==> src/rtl/cgra_pkg.sv <==
// cgra_pkg: shared CGRA constants and types.
//   INSTR_WIDTH        - instruction word width
//   RCS_NUM_CREG(_LOG2) - configuration entries per context and address width
//   CONF_NUM_CTX       - default number of configuration contexts per cell
//   CONF_CTX_W         - context-id width (at least 1 bit)
//   ctx_id_t           - context identifier at the default width
//   conf_sw_state_e    - context-switch controller states
package cgra_pkg;

    localparam int INSTR_WIDTH       = 32;
    localparam int RCS_NUM_CREG      = 32;
    localparam int RCS_NUM_CREG_LOG2 = $clog2(RCS_NUM_CREG);

    localparam int CONF_NUM_CTX = 2;
    localparam int CONF_CTX_W   = (CONF_NUM_CTX > 1) ? $clog2(CONF_NUM_CTX) : 1;

    typedef logic [CONF_CTX_W-1:0] ctx_id_t;

    typedef enum logic {
        IDLE    = 1'b0,
        PENDING = 1'b1
    } conf_sw_state_e;

endpackage

==> src/rtl/conf_ctx_reg_file_sw_ctrl.sv <==
// conf_ctx_sw_ctrl: context-switch controller for the configuration register file.
// Latches a requested context id, waits for a kernel boundary (run low, or a
// PC-0 fetch) and then makes it the active context.
// Ports:
//   clk, srst           clock and synchronous active-high reset
//   ce                  cell enable; nothing changes and no pulse is raised when low
//   run, re, pc_zero    kernel running / fetch enable / fetch at PC 0
//   sw_req, sw_ctx      switch request pulse and requested context
//   apply, apply_ctx    switch is being applied this cycle, and to which context
//   active_ctx          current active context
//   sw_ack, sw_err      one-cycle pulses: switch applied / request rejected
module conf_ctx_sw_ctrl
    import cgra_pkg::*;
#(
    parameter int NUM_CTX = CONF_NUM_CTX,
    parameter int CTX_W   = (NUM_CTX > 1) ? $clog2(NUM_CTX) : 1
) (
    input  logic             clk,
    input  logic             srst,
    input  logic             ce,
    input  logic             run,
    input  logic             re,
    input  logic             pc_zero,
    input  logic             sw_req,
    input  logic [CTX_W-1:0] sw_ctx,
    output logic             apply,
    output logic [CTX_W-1:0] apply_ctx,
    output logic [CTX_W-1:0] active_ctx,
    output logic             sw_ack,
    output logic             sw_err
);

    // One extra bit so the range check also works when NUM_CTX == 2**CTX_W.
    localparam logic [CTX_W:0] NUM_CTX_L = (CTX_W+1)'(NUM_CTX);

    conf_sw_state_e   state_reg, state_next;
    logic [CTX_W-1:0] pend_reg, pend_next;
    logic [CTX_W-1:0] active_reg, active_next;
    logic             ack_reg, ack_next;
    logic             err_reg, err_next;

    logic req_valid;
    logic req_invalid;

    assign req_valid   = sw_req && ce && ({1'b0, sw_ctx} < NUM_CTX_L);
    assign req_invalid = sw_req && ce && !({1'b0, sw_ctx} < NUM_CTX_L);

    always_ff @(posedge clk) begin
        if (srst) begin
            state_reg  <= IDLE;
            pend_reg   <= '0;
            active_reg <= '0;
            ack_reg    <= 1'b0;
            err_reg    <= 1'b0;
        end else begin
            state_reg  <= state_next;
            pend_reg   <= pend_next;
            active_reg <= active_next;
            ack_reg    <= ack_next;
            err_reg    <= err_next;
        end
    end

    always_comb begin
        state_next  = state_reg;
        pend_next   = pend_reg;
        active_next = active_reg;
        ack_next    = 1'b0;
        err_next    = req_invalid;
        apply       = 1'b0;
        // A valid request arriving while pending replaces the latched id, even
        // in the cycle the switch lands, so the newest request always wins.
        apply_ctx   = req_valid ? sw_ctx : pend_reg;
        case (state_reg)
            IDLE: begin
                if (req_valid) begin
                    pend_next  = sw_ctx;
                    state_next = PENDING;
                end
            end
            PENDING: begin
                apply = ce && (!run || (re && pc_zero));
                if (apply) begin
                    active_next = apply_ctx;
                    ack_next    = 1'b1;
                    state_next  = IDLE;
                end else begin
                    pend_next = apply_ctx;
                end
            end
            default: state_next = IDLE;
        endcase
    end

    assign active_ctx = active_reg;
    assign sw_ack     = ack_reg;
    assign sw_err     = err_reg;

endmodule

==> src/rtl/conf_ctx_reg_file.sv <==
// conf_ctx_reg_file: multi-context configuration register file for one CGRA cell.
// NUM_CTX banks of NUM_CREG instructions; the active bank is read at the global
// PC with one registered cycle, inactive banks can be written while a kernel runs,
// and bank switches take effect only at a kernel boundary.
// Ports:
//   clk_i, rst_i             clock, synchronous active-high reset
//   ce_i                     cell enable for reads, writes and switch application
//   run_i                    kernel executing
//   pc_i, re_i               read address and read enable
//   conf_o, conf_valid_o     registered instruction, updated-this-cycle flag
//   we_i, wr_ctx_i, wr_addr_i, wr_instr_i   host write port
//   wr_err_o                 pulse: write rejected
//   sw_req_i, sw_ctx_i       context-switch request
//   sw_ack_o, sw_err_o       pulses: switch applied / rejected
//   active_ctx_o             current active context
module conf_ctx_reg_file #(
    parameter int INSTR_WIDTH = cgra_pkg::INSTR_WIDTH,
    parameter int NUM_CREG    = cgra_pkg::RCS_NUM_CREG,
    parameter int NUM_CTX     = cgra_pkg::CONF_NUM_CTX,
    parameter int CREG_W      = $clog2(NUM_CREG),
    parameter int CTX_W       = (NUM_CTX > 1) ? $clog2(NUM_CTX) : 1
) (
    input  logic                   clk_i,
    input  logic                   rst_i,
    input  logic                   ce_i,
    input  logic                   run_i,
    input  logic [CREG_W-1:0]      pc_i,
    input  logic                   re_i,
    output logic [INSTR_WIDTH-1:0] conf_o,
    output logic                   conf_valid_o,
    input  logic                   we_i,
    input  logic [CTX_W-1:0]       wr_ctx_i,
    input  logic [CREG_W-1:0]      wr_addr_i,
    input  logic [INSTR_WIDTH-1:0] wr_instr_i,
    output logic                   wr_err_o,
    input  logic                   sw_req_i,
    input  logic [CTX_W-1:0]       sw_ctx_i,
    output logic                   sw_ack_o,
    output logic                   sw_err_o,
    output logic [CTX_W-1:0]       active_ctx_o
);

    localparam logic [CTX_W:0] NUM_CTX_L = (CTX_W+1)'(NUM_CTX);

    logic [INSTR_WIDTH-1:0] mem [NUM_CTX][NUM_CREG];

    logic [INSTR_WIDTH-1:0] conf_reg;
    logic                   conf_valid_reg;
    logic                   wr_err_reg;

    logic             apply;
    logic [CTX_W-1:0] apply_ctx;
    logic [CTX_W-1:0] active_ctx;
    logic [CTX_W-1:0] eff_ctx;
    logic             rd_en;
    logic             wr_en;

    conf_ctx_sw_ctrl #(
        .NUM_CTX (NUM_CTX),
        .CTX_W   (CTX_W)
    ) u_sw_ctrl (
        .clk        (clk_i),
        .srst       (rst_i),
        .ce         (ce_i),
        .run        (run_i),
        .re         (re_i),
        .pc_zero    (pc_i == '0),
        .sw_req     (sw_req_i),
        .sw_ctx     (sw_ctx_i),
        .apply      (apply),
        .apply_ctx  (apply_ctx),
        .active_ctx (active_ctx),
        .sw_ack     (sw_ack_o),
        .sw_err     (sw_err_o)
    );

    // The PC-0 fetch that lands a switch already reads the incoming bank.
    assign eff_ctx = apply ? apply_ctx : active_ctx;
    assign rd_en   = re_i && ce_i;

    // The protection check uses the pre-switch active bank, so in an apply
    // cycle the outgoing bank is still locked and the incoming one is open.
    assign wr_en = we_i && ce_i && ({1'b0, wr_ctx_i} < NUM_CTX_L)
                   && !(run_i && (wr_ctx_i == active_ctx));

    // Storage: no reset, contents survive rst_i.
    always_ff @(posedge clk_i) begin
        if (wr_en) begin
            mem[wr_ctx_i][wr_addr_i] <= wr_instr_i;
        end
    end

    // Registered read; a same-cycle write to the same entry is seen next cycle.
    always_ff @(posedge clk_i) begin
        if (rst_i) begin
            conf_reg       <= '0;
            conf_valid_reg <= 1'b0;
            wr_err_reg     <= 1'b0;
        end else begin
            conf_valid_reg <= rd_en;
            wr_err_reg     <= we_i && ce_i && !wr_en;
            if (rd_en) begin
                conf_reg <= mem[eff_ctx][pc_i];
            end
        end
    end

    assign conf_o       = conf_reg;
    assign conf_valid_o = conf_valid_reg;
    assign wr_err_o     = wr_err_reg;
    assign active_ctx_o = active_ctx;

endmodule

==> config.mk <==
export PLATFORM = sky130hd
export DESIGN_NAME = conf_ctx_reg_file
export DESIGN_NICKNAME = d
export VERILOG_FILES = /design/src/rtl/cgra_pkg.sv /design/src/rtl/conf_ctx_reg_file_sw_ctrl.sv /design/src/rtl/conf_ctx_reg_file.sv
export SDC_FILE = /design/constraint.sdc
export NUM_CORES = 2
export LEC_CHECK = 0
export CAP_MARGIN = 20
export CORE_MARGIN = 5
export CORE_UTILIZATION = 55
export CTS_BUF_LIST = sky130_fd_sc_hd__clkbuf_8
export DETAILED_ROUTE_END_ITERATION = 10
export GPL_TIMING_DRIVEN = 0
export PLACE_DENSITY = 0.81
export REMOVE_ABC_BUFFERS = 1
export SLEW_MARGIN = 20
export SYNTH_ARGS = -nofsm -noshare
export SYNTH_HDL_FRONTEND = slang
export SYNTH_HIERARCHICAL = 1
export SYNTH_SLANG_ARGS = --single-unit
==> constraint.sdc <==
create_clock -name clk_i -period 6.8 [get_ports clk_i]
set_input_delay 1.36 -clock clk_i [delete_from_list [all_inputs] [get_ports clk_i]]
set_output_delay 1.36 -clock clk_i [all_outputs]
set_load 0.05 [all_outputs]
==> out/results.tsv <==
metric	value	unit
via_per_inst	6.755	
ff_latch_area	62260	sq um
finalSetupTns	0	ns
hp-class	flop to flop	
yosys_register_bits	2086	
slew_headroom	15.68	%
final_common_cell	edfxtp_1	
rsz0062_at_grt	yes	
cp_data_arrival_time	7.53	ns
clk_pin_slew	0.08	ns
final-setup-viol-count	0	
multi_input_area	16900	sq um
wirelength	223500	microns
root_buffer	clkbuf_8	
dieArea	152700	sq um
clkLatencyLatePin	1.02	ns
drtIter0Drc	8102	
syn2layout_area_growth	14.90	%
synth_top_flop_cell	edfxtp_1	
worst_path_largest_cell_delay	0.68	ns
outcome	completed	
antenna_found_initial	29	
io_buffers	86	
drc	0	
ys_seq_area_share	78.09	%
skew	0.05821	ns
p_per_area	273.5	nW/um^2
final_cell_mix	edfxtp_1, nand2_1, clkbuf_8, mux4_2, mux2i_1	
met1Wirelength	70580	microns
synth.distinct_cells	53	
met3_length	35810	microns
drive_above_1_share	18.89	%
finalPower	25050	uW
period_share	97.56	%
cts_tree	yes	
timing.final.ws_setup	0.1659	ns
grt_overflow	0	
crit_type	primary input to flop	
swShare	22.54	%
dr.pass1.iters	9	
worst-path-buf-inv	8	
async_reset_ff_share	0	%
yosysWarnings	6	
design.core.area	143800	sq um
grt_pass1_wl	317000	microns
combPwrFrac	5.0	%
fin_area	91610	sq um
intPower	19410	uW
die_w	390.7	microns
min_period	6.634	ns
largest_reg_flops	2048	
first_global_vias	46630	
place.gp.congestion	0.8417	
path_delay_family	buffers and inverters	
avgSynthCellArea	17.83	sq um
p_leak	0.02876	uW
top_register	mem	
slew_viol_final	0	
worstPathRequired	7.70	ns
clock_path_buffers	4	
die_h	390.7	microns
wl_per_cell	32.34	microns
worstMarginPinSlew	1.265	ns
crit_path_top_delay_cell	a31oi_1	
row_count	139	
seq_power_share	56.7	%
start_util	55.43	%
htreeDepth	5	
top_layer_used	met5	
grt_usage	28.85	%
postCtsHoldBufs	0	
cp-start-kind	primary input	
cts_made_buffers	315	
end_kind	flop	
fmax	0.1507	GHz
vias	46690	
placed_area	85780	sq um
vdd_drop_max	0.0001528	V
grt_max_degree	99	
hpwl	131900	microns
crit_fanout	82	
cap_violations	0	
post_cts_buffers	0	
fillCellCount	8701	
clkSinkCount	2086	
pre_cts_ws	-1.541	ns
p_clk_share	38.4	%
synth-edff-count	2048	
crit_chain	buf_8 > buf_16 > or2_4 > nor4_2 > a21boi_1 > or2_4 > inv_2 > mux2_8 > buf_16 > buf_16 > buf_16 > buf_16 > buf_16 > mux2i_1 > a32oi_1 > a31oi_1 > a2111oi_0 > a221o_1	
hold_viol	0	
nets	4816	
syn-cell-area	79730	sq um
wl_met2	102300	microns
p_sw	5647	uW
cp_common_cell	buf_16	
syn_inst	4472	
io_pins	88	
ant_nets	0	
stage by stage:
stage                     cells  hold slack, ns  util, %
after CTS                  6889          0.5130    63.61
after global placement     6192          0.5159    56.77
final                      6912          0.5232    63.69
after detailed placement   6348          0.4981    59.64
after floorplan            4203          0.4948        -
after global routing       6893          0.5325    63.66
final cells by class:
type,count,area share (%)
Tap cell,1903,2.599
Inverter,5,0.02049
Clock buffer,331,4.973
Timing Repair Buffer,243,4.717
Sequential cell,2086,67.96
Antenna cell,22,0.06010
Clock inverter,208,1.220
Multi-Input combinational cell,2114,18.45
logic make-up after synthesis:
| kind of cell | share of synthesized area, % |
|---|---|
| AOI/OAI and AO/OA | 4.860 |
| other | 0.004704 |
| xor gates and xnor gates | 0.01099 |
| buffers and inverters | 1.678 |
| and+or+nand+nor | 5.598 |
| muxes | 9.757 |
| DFF | 78.09 |
power by group through the flow:
| stage | registers, uW | logic (uW) | clock network (uW) |
|---|---|---|---|
| finish | 14200 | 1240 | 9610 |
| detailed placement | 14500 | 1180 | 0 |
| global placement | 14500 | 1320 | 0 |
| CTS | 14200 | 1200 | 9580 |
| floorplan | 14500 | 516 | 0 |
| global route | 14200 | 1270 | 10300 |
Yosys cell counts, types with 2 or more instances:
library cell / number / share of area, %
a2111oi_0: 46 / 0.51
o21ai_0: 8 / 0.050
nand4_1: 17 / 0.13
a32oi_1: 28 / 0.31
a22oi_1: 41 / 0.39
o311ai_0: 6 / 0.066
a221o_1: 26 / 0.33
a311oi_1: 10 / 0.11
a211o_1: 10 / 0.11
o221ai_1: 26 / 0.29
or2_2: 3 / 0.024
buf_2: 67 / 0.42
clkbuf_1: 133 / 0.63
nand2_1: 715 / 3.4
or3_1: 8 / 0.063
mux2_2: 9 / 0.13
dfxtp_1: 38 / 0.95
buf_1: 27 / 0.13
nor4_1: 40 / 0.31
a211oi_1: 10 / 0.094
a21oi_1: 202 / 1.3
or3b_2: 2 / 0.022
nor3_1: 63 / 0.40
nand3_1: 103 / 0.65
buf_4: 24 / 0.23
a41o_1: 4 / 0.050
nand3b_1: 3 / 0.028
nor2_1: 82 / 0.39
o311ai_1: 2 / 0.022
o22ai_1: 72 / 0.56
o2bb2ai_1: 10 / 0.11
and2_1: 4 / 0.031
buf_6: 18 / 0.25
nand2b_1: 7 / 0.055
or4_1: 4 / 0.038
a31oi_1: 68 / 0.53
nor2b_1: 9 / 0.071
mux2i_1: 221 / 2.8
mux4_2: 242 / 6.8
edfxtp_1: 2048 / 77
inv_1: 4 / 0.019
routing by layer:
layer | GRT usage (%) | vias up
met3 | 11.26 | 897
met4 | 15.89 | 22
li1 | - | 18490
met5 | 0 | -
met2 | 44.05 | 4393
met1 | 35.77 | 22900
final timing paths:
path,end,slack (ns),startpoint,cells after the start
max,conf_o[4],0.17,pc_i[1],18
min,conf_o[1],0.52,conf_o[1],1
max reg2reg,conf_o[4],1.65,u_sw_ctrl/state_reg,14
min reg2reg,conf_o[1],0.52,conf_o[1],1
repair_timing:
item / 4_1_cts / 5_1_grt
gates resized for setup: 3 / 5
setup endpoints to repair: 24 / 8
gates cloned: 2 / 1
Note: power is estimated with default switching activity, not from simulation.
